[config.mk]
export PLATFORM = sky130hd
export DESIGN_NAME = fmult_bank
export DESIGN_NICKNAME = d
export VERILOG_FILES = /design/src/rtl/fmult_bank.sv
export SDC_FILE = /design/constraint.sdc
export NUM_CORES = 1
export LEC_CHECK = 0
export BUFFER_PORTS_ARGS = -buffer_cell sky130_fd_sc_hd__clkbuf_2
export CAP_MARGIN = 0
export CORE_ASPECT_RATIO = 1.5
export CORE_MARGIN = 1.5
export CORE_UTILIZATION = 45
export DETAILED_ROUTE_END_ITERATION = 7
export GPL_TIMING_DRIVEN = 0
export PLACE_DENSITY = 0.69
export SYNTH_ARGS = -nofsm -noshare
export SYNTH_HDL_FRONTEND = slang
export SYNTH_SLANG_ARGS = --single-unit
[constraint.sdc]
create_clock -name clk -period 11.1 [get_ports clk]
set_clock_uncertainty 0.15 [all_clocks]
set_input_delay 1.11 -clock clk [delete_from_list [all_inputs] [get_ports clk]]
set_output_delay 1.11 -clock clk [all_outputs]
set_load 0.01 [all_outputs]
[src/rtl/fmult_bank.sv]
// Serial G.726 FMULT bank: eight partial products (WB1..WB6, WA1..WA2) computed on one
// two-stage float-multiply pipe, then published together with a one-cycle start_trig.
module fmult_bank (
  input  logic        clk,
  input  logic        rstn,
  input  logic        start,
  input  logic [15:0] A1,
  input  logic [15:0] A2,
  input  logic [15:0] B1,
  input  logic [15:0] B2,
  input  logic [15:0] B3,
  input  logic [15:0] B4,
  input  logic [15:0] B5,
  input  logic [15:0] B6,
  input  logic [10:0] SR1,
  input  logic [10:0] SR2,
  input  logic [10:0] DQ1,
  input  logic [10:0] DQ2,
  input  logic [10:0] DQ3,
  input  logic [10:0] DQ4,
  input  logic [10:0] DQ5,
  input  logic [10:0] DQ6,
  output logic [15:0] WA1,
  output logic [15:0] WA2,
  output logic [15:0] WB1,
  output logic [15:0] WB2,
  output logic [15:0] WB3,
  output logic [15:0] WB4,
  output logic [15:0] WB5,
  output logic [15:0] WB6,
  output logic        start_trig,
  output logic        busy
);

  typedef enum logic [1:0] {IDLE, ISSUE, DRAIN} state_t;

  state_t      state, state_nxt;
  logic        snap_en, issue_en, load_out;
  logic [2:0]  idx_q;
  logic [15:0] coef_q [8];
  logic [10:0] flt_q  [8];
  logic [15:0] res_q  [7];
  logic [15:0] out_q  [8];
  logic        trig_q;

  logic        s1_valid;
  logic [2:0]  s1_idx;
  logic        s1_cs;
  logic [3:0]  s1_cexp;
  logic [5:0]  s1_cmant;
  logic [10:0] s1_flt;

  logic [15:0] c_sel;
  logic [10:0] f_sel;
  logic        c_cs;
  logic [15:0] c_mag16;
  logic [12:0] c_mag;
  logic [3:0]  c_exp;
  logic [5:0]  c_mant;

  logic        w_s;
  logic [4:0]  w_exp;
  logic [11:0] w_prod;
  logic [11:0] w_sum;
  logic [7:0]  w_mant;
  logic [14:0] w_m15;
  logic [14:0] w_mag;
  logic [15:0] w;

  always_ff @(posedge clk or negedge rstn) begin
    if (!rstn) state <= IDLE;
    else       state <= state_nxt;
  end

  always_comb begin
    state_nxt = state;
    case (state)
      IDLE:    if (start) state_nxt = ISSUE;
      ISSUE:   if (idx_q == 3'd7) state_nxt = DRAIN;
      DRAIN:   state_nxt = IDLE;
      default: state_nxt = IDLE;
    endcase
  end

  always_comb begin
    snap_en  = (state == IDLE) && start;
    issue_en = (state == ISSUE);
    load_out = (state == DRAIN);
    busy     = (state != IDLE);
  end

  // Stage 1: normalise the selected coefficient into sign / exponent / 6-bit mantissa
  always_comb begin
    c_sel   = coef_q[idx_q];
    f_sel   = flt_q[idx_q];
    c_cs    = c_sel[15];
    c_mag16 = c_cs ? (16'd0 - c_sel) : c_sel;
    c_mag   = 13'(c_mag16 >> 2);
    c_exp   = '0;
    for (int i = 0; i < 13; i++)
      if (c_mag[i]) c_exp = 4'(i + 1);
    c_mant  = (c_mag == '0) ? 6'd32 : 6'({c_mag, 6'b0} >> c_exp);
  end

  // Stage 2: multiply and denormalise; bits above 14 are dropped, not saturated
  always_comb begin
    w_s    = s1_cs ^ s1_flt[10];
    w_exp  = {1'b0, s1_cexp} + {1'b0, s1_flt[9:6]};
    w_prod = {6'b0, s1_cmant} * {6'b0, s1_flt[5:0]};
    w_sum  = w_prod + 12'd48;
    w_mant = 8'(w_sum >> 4);
    w_m15  = {w_mant, 7'b0};
    if (w_exp > 5'd26) w_mag = w_m15 << (w_exp - 5'd26);
    else               w_mag = w_m15 >> (5'd26 - w_exp);
    w      = w_s ? (16'd0 - {1'b0, w_mag}) : {1'b0, w_mag};
  end

  always_ff @(posedge clk or negedge rstn) begin
    if (!rstn) begin
      idx_q    <= '0;
      s1_valid <= 1'b0;
      s1_idx   <= '0;
      s1_cs    <= 1'b0;
      s1_cexp  <= '0;
      s1_cmant <= '0;
      s1_flt   <= '0;
      trig_q   <= 1'b0;
      for (int i = 0; i < 8; i++) begin
        coef_q[i] <= '0;
        flt_q[i]  <= '0;
        out_q[i]  <= '0;
      end
      for (int i = 0; i < 7; i++) res_q[i] <= '0;
    end else begin
      trig_q   <= load_out;
      s1_valid <= issue_en;
      if (snap_en) begin
        idx_q     <= '0;
        coef_q[0] <= B1;  coef_q[1] <= B2;  coef_q[2] <= B3;
        coef_q[3] <= B4;  coef_q[4] <= B5;  coef_q[5] <= B6;
        coef_q[6] <= A1;  coef_q[7] <= A2;
        flt_q[0]  <= DQ1; flt_q[1]  <= DQ2; flt_q[2]  <= DQ3;
        flt_q[3]  <= DQ4; flt_q[4]  <= DQ5; flt_q[5]  <= DQ6;
        flt_q[6]  <= SR1; flt_q[7]  <= SR2;
      end
      if (issue_en) begin
        idx_q    <= idx_q + 3'd1;
        s1_idx   <= idx_q;
        s1_cs    <= c_cs;
        s1_cexp  <= c_exp;
        s1_cmant <= c_mant;
        s1_flt   <= f_sel;
      end
      if (s1_valid && (s1_idx != 3'd7)) res_q[s1_idx] <= w;
      // Last product bypasses res_q so all eight outputs change on the same edge
      if (load_out) begin
        for (int i = 0; i < 7; i++) out_q[i] <= res_q[i];
        out_q[7] <= w;
      end
    end
  end

  assign start_trig = trig_q;
  assign WB1 = out_q[0];
  assign WB2 = out_q[1];
  assign WB3 = out_q[2];
  assign WB4 = out_q[3];
  assign WB5 = out_q[4];
  assign WB6 = out_q[5];
  assign WA1 = out_q[6];
  assign WA2 = out_q[7];

endmodule
After elaboration in Yosys (flattened, before gate mapping)
Index checks and enable logic that the tools add are counted.

operators by class
  bitwise operators = 3
  order comparisons = 4
  muxes and demuxes = 31
  add/subtract/negate cells = 7
  eq/ne operators = 6
  shifts and indexed selects = 3
  reduce and logical (&&, ||, !) cells = 8
  $mul = 1

operator list
  kind                                                      number
  bitwise mux 112 bit                                       1
  two-way mux 16 bit                                        4
  binary-select mux 16 bit (select 3 bit)                   1
  demux 16 bit (select 3 bit)                               1
  two-way mux 4 bit                                         12
  binary-select mux 11 bit (select 3 bit)                   1
  two-way mux 15 bit                                        2
  two-way mux 11 bit                                        2
  right shift 19 x 4 -> 6 bit                               1
  subtractor 1 x 15 -> 16 bit, first input constant         1
  left shift 15 x 5 -> 15 bit                               1
  right shift 15 x 5 -> 15 bit                              1
  subtractor 1 x 15 -> 15 bit, first input constant         1
  zero test 13 bit                                          1
  adder 12 x 6 -> 12 bit, second input constant             1
  multiplier 6 x 6 -> 12 bit                                1
  greater-or-equal comparator 4 bit, second input constant  2
  inverter 3 -> 4 bit                                       2
  two-way mux 3 bit                                         2
  two-way mux 6 bit                                         1
  adder 4 x 4 -> 5 bit                                      1
  > comparator 5 bit, second input constant                 1
  subtractor 5 bit, first input constant                    1
  subtractor 5 bit, second input constant                   1
  16 further kinds                                          20

word-level totals
  output and inout port bits = 130
  logic and storage cells = 103
  bits of input ports = 219
  register bits = 488

Logic depth before layout (Yosys ltp)
  depth after elaboration = 21
  depth in mapped cells = 24

Worst setup path after synthesis
Ideal clock, no wire load.

  kind = register -> register
  start point = reg s1_cmant[2]
  end point = reg out_q (netlist bit WA2[15])
  arrival time = 6.360 ns
  required time = 10.829 ns
  cell stages (with the launch flop) = 24
  setup slack = 4.468 ns
  setup time = 0.121 ns
  path through = dfrtp_1 and2_1 fa_1 inv_1 fa_1 inv_1 fa_1 inv_1 fa_1 inv_1 ha_1 a21o_1 a21oi_1 o21ai_0 a2111oi_0 nor2_1 xor2_1 mux4_2 o21ai_0 nand4_1 nor3_1 and4_1 nand3_1 a22o_1

between the ends
  word-level cells in the longest chain between the ends = 6
  elaborated cells on any way between the ends = 7

ends and longest elaborated chain
  what                                                                                RTL line  text
  start: declaration                                                                  50        logic [5:0] s1_cmant;
  start signal: assignment                                                            151       s1_cmant <= c_mant;
  multiplier 6 x 6 -> 12 bit *                                                        109       w_prod = {6'b0, s1_cmant} * {6'b0, s1_flt[5:0]};
  adder 12 x 6 -> 12 bit *                                                            110       w_sum = w_prod + 12'd48;
  right shift 15 x 5 -> 15 bit / left shift 15 x 5 -> 15 bit (equally long branches)  114, 113
  two-way mux 15 bit *                                                                113       if (w_exp > 5'd26) w_mag = w_m15 << (w_exp - 5'd26);
  subtractor 1 x 15 -> 16 bit *                                                       115       w = w_s ? (16'd0 - {1'b0, w_mag}) : {1'b0, w_mag};
  two-way mux 16 bit *                                                                115
  end: declaration                                                                    43        logic [15:0] out_q [8];

Every way passes the cells marked *; elsewhere a longest branch is shown, timed or not.
A chain may end at the register's enable or synchronous reset.

Final worst setup path
  start point = reg s1_cmant[2]
  end point = reg res_q[46] (netlist bit)

between the ends
  word-level cells in the longest chain between the ends = 7
  elaborated cells on any way between the ends = 8

ends and longest elaborated chain
  what                                                                                RTL line  text
  multiplier 6 x 6 -> 12 bit *                                                        109
  adder 12 x 6 -> 12 bit *                                                            110
  right shift 15 x 5 -> 15 bit / left shift 15 x 5 -> 15 bit (equally long branches)  114, 113
  two-way mux 15 bit *                                                                113
  subtractor 1 x 15 -> 16 bit                                                         115
  two-way mux 16 bit *                                                                115
  bitwise mux 112 bit *                                                               154       if (s1_valid && (s1_idx != 3'd7)) res_q[s1_idx] <= w;
  end signal: indexed assignment                                                      154
  end: declaration                                                                    42        logic [15:0] res_q [7];

Marks and branches as above.

==> flow_summary.toml <==
[synthesis]
avgSynthCellArea_um2 = 8.955
synth_adder_area_share = 0.03473
async_reset_ff_frac = 1.000
synthesis.area_um2 = 23200
synthMuxAreaShare = 0.05915
ys_seq_elements = 488
synth.yosys.seq_area_share = 0.5263
ys_warn_count = 0
synthSimpleGateAreaFrac = 0.2452
synth_top_family_by_area = "simple AND/OR/NAND/NOR gates"
synthCells = 2591
synth.distinct_cells = 82
synth_xor_xnor_area_share = 0.01246
synth_edf_count = 0
synth-main-ff-cell = "dfrtp_1"
synth_compound_gate_area_share = 0.09194
syn_nets = 2863

[routing]
dr.pass1.iters = 5
viasPerCell = 5.355
vias = 19786
drt_iter0_markers = 1249
drt-total-wl_um = 68120
ant_nets = 0
drc = 0
routedWlPerCell_um = 18.44

[timing]
holdWs_ns = 0.2747
finalSetupViolations = 0
period_minus_slack_ns = 8.400
slew_violations = 0
hold_viol = 0
rsz0062_at_grt = "no"
max_freq_mhz = 119.1
worst_slack_ns = 2.700
tightest_slew_ns = 1.368
relSlewSlack = 0.08130
fin_crit_sh = 0.7567

[setup_path]
crit_start = "s1_cmant[2]$_DFFE_PN0P_"
critPathRequiredTime_ns = 11.33
crit_path_end = "res_q[46]$_DFFE_PN0P_"
cp-end-kind = "flop"
critical_path_class = "flop to flop"
reg2reg_depth = 24
regToRegSetupSlack_ns = 2.70
rr_startpoint = "s1_cmant[2]$_DFFE_PN0P_"
worstPathMaxFanout = 9
startpoint_type = "flop"
r2r-end = "res_q[46]$_DFFE_PN0P_"
cp.arrival_ns = 8.63

[cts]
cts_setup_buffers = 0
clockBufferDepth = 3
cts_buffers = 46
cts.sinks = 488
cts_root_buf = "clkbuf_16"
hold_buffers = 0
cts_tree = "yes"
h-tree-depth = 2
path_clk_slew_ns = 0.07
postCtsResizedCells = 0
worstSkewPairLatency_ns = 0.59

[floorplan]
start_util = 0.4568
die_w_um = 188.4
die-area_um2 = 52960
die_h_um = 281.1
num_io_pins = 349
core_um2 = 50800
rows = 101

[flow_run]
maxCapViolations = 0

[layout]
finalNetCount = 3263
antennaDiodeCount = 0
area_delta_synth_final_pct = 18.27
drive_gt1_frac = 0.1682
postLayoutCellArea_um2 = 27440

[placed_design]
hpwl_um = 52190
place_area_um2 = 25900
io_buffer_count = 348
gp_congestion = 0.9131
dp_slack_ns = 2.691

[global_routing]
grt_pass1_wl_um = 108000
track_usage = 0.2593
grt_max_degree = 123
grt_antenna_before_repair = 0
first_global_vias = 20168
gr-total-overflow = 0

[status]
status = "finished, final reports clean"

[hold_path]
hp-class = "input pin to async pin"
## state kept, by name, summed over array words and instances, names as in the netlist, 11 cells and up
register,count
flt_q,88
WB3,16
res_q,112
WA2,16
WB5,16
coef_q,128
WA1,16
WB1,16
WB4,16
s1_flt,11
WB6,16
WB2,16
## how the worst min path moves through the flow
stage                             end  slack (ns)              startpoint  cells past startpoint
2_1_floorplan  coef_q[66]$_DFFE_PN0P_        0.29  coef_q[66]$_DFFE_PN0P_                      2
3_3_place_gp       WB2[5]$_DFFE_PN0P_        0.30   res_q[85]$_DFFE_PN0P_                      2
3_5_place_dp       WB3[0]$_DFFE_PN0P_        0.30   res_q[64]$_DFFE_PN0P_                      2
4_1_cts         res_q[21]$_DFFE_PN0P_        0.26                    rstn                      1
5_1_grt            WB2[4]$_DFFE_PN0P_        0.28                    rstn                      1
6_report           WB2[1]$_DFFE_PN0P_        0.27                    rstn                      1
## layer usage
layer | vias up | global-route usage | wire length (µm)
met2 | 777 | 0.4866 | 35860
met4 | 0 | 0.09646 | 2404
met3 | 137 | 0.02872 | 3784
li1 | 9306 | - | -
met1 | 9566 | 0.3023 | 26070
met5 | - | 0 | 0
## cells by family after synthesis
kind of cell | Yosys count
fa+ha+maj | 53
simple gates | 1416
flops | 488
compound gates | 343
buf+inv | 179
xor+xnor | 33
mux | 79
## metrics by stage
step	setup TNS, ns	std cells	util
final	0	3695	0.5402
after global routing	0	3695	0.5402
after CTS	0	3695	0.5402
after detailed placement	0	3612	0.5099
after global placement	-845.15	3608	0.5075
after floorplan	0	2591	-
## synthesized netlist by cell type (5+ instances only)
library cell  count  share of area
nand2_1        1205           0.19
dfrtp_1         488           0.53
o21ai_0         165          0.036
clkbuf_1        119          0.019
nor2_1           68          0.011
mux4_2           43          0.042
a21oi_1          41         0.0088
inv_1            36         0.0058
and2_1           34         0.0092
ha_1             34          0.018
mux2i_1          28          0.012
nand3_1          27         0.0058
a31oi_1          24         0.0065
nor3_1           20         0.0043
fa_1             19          0.016
xnor2_1          19         0.0072
xor2_1           14         0.0053
a22o_1           12         0.0045
or3_1            11         0.0030
o211ai_1         10         0.0032
buf_1             9         0.0015
buf_2             9         0.0019
nor2b_1           9         0.0024
o21a_1            9         0.0029
a22oi_1           8         0.0026
nand2b_1          8         0.0022
o31ai_1           8         0.0026
or2_2             7         0.0019
a21o_1            6         0.0019
mux2_2            5         0.0024
nand4_1           5         0.0013
## area by class of cell
class	instances	area, µm²
Multi-Input combinational cell	1924	10290
Tap cell	669	837.1
Sequential cell	488	12210
Clock buffer	59	1270
Clock inverter	24	272.8
Fill cell	4696	23360
Buffer	141	559.3
Inverter	38	142.6
Timing Repair Buffer	352	1861
## worst max-delay path, stage by stage, from the launching register on
cell and delay, ns:
dfrtp_1 0.46, and2_1 0.21, fa_1 0.54, inv_1 0.05, fa_1 0.47, inv_1 0.05
fa_1 0.53, inv_1 0.05, fa_1 0.59, inv_1 0.06, ha_1 0.28, a21o_1 0.16
a21oi_1 0.21, o21ai_0 0.15, a2111oi_0 0.70, nor2_1 0.17, xnor2_1 0.21, nor3_1 0.50
nor3_1 0.13, o31a_1 0.50, ha_1 0.33, and4_1 0.21, a41oi_1 0.25, xor2_1 0.97
o21ai_0 0.26
## placed cells by master, fill, tap and decap left out, drive strengths merged, types with 6 or more instances in the layout
cell type and n:
nand2 1205, clkbuf 526, dfrtp 488, o21ai 166, nor2 68, mux4 45, a21oi 41, inv 37
and2 34, ha 34, mux2i 28, nand3 27, buf 26, a31oi 25, nor3 21, xnor2 19
fa 19, clkinv 18, xor2 14, a22o 12, or3 11, o211ai 10, nor2b 9, o21a 9
nand2b 8, a22oi 8, o31ai 8, or2 8, nand4 7, a21o 6, mux2 6
Power is left out: the tool's default activity adds up to more than one toggle a clock period on the data nets, which glitch-free logic cannot reach.
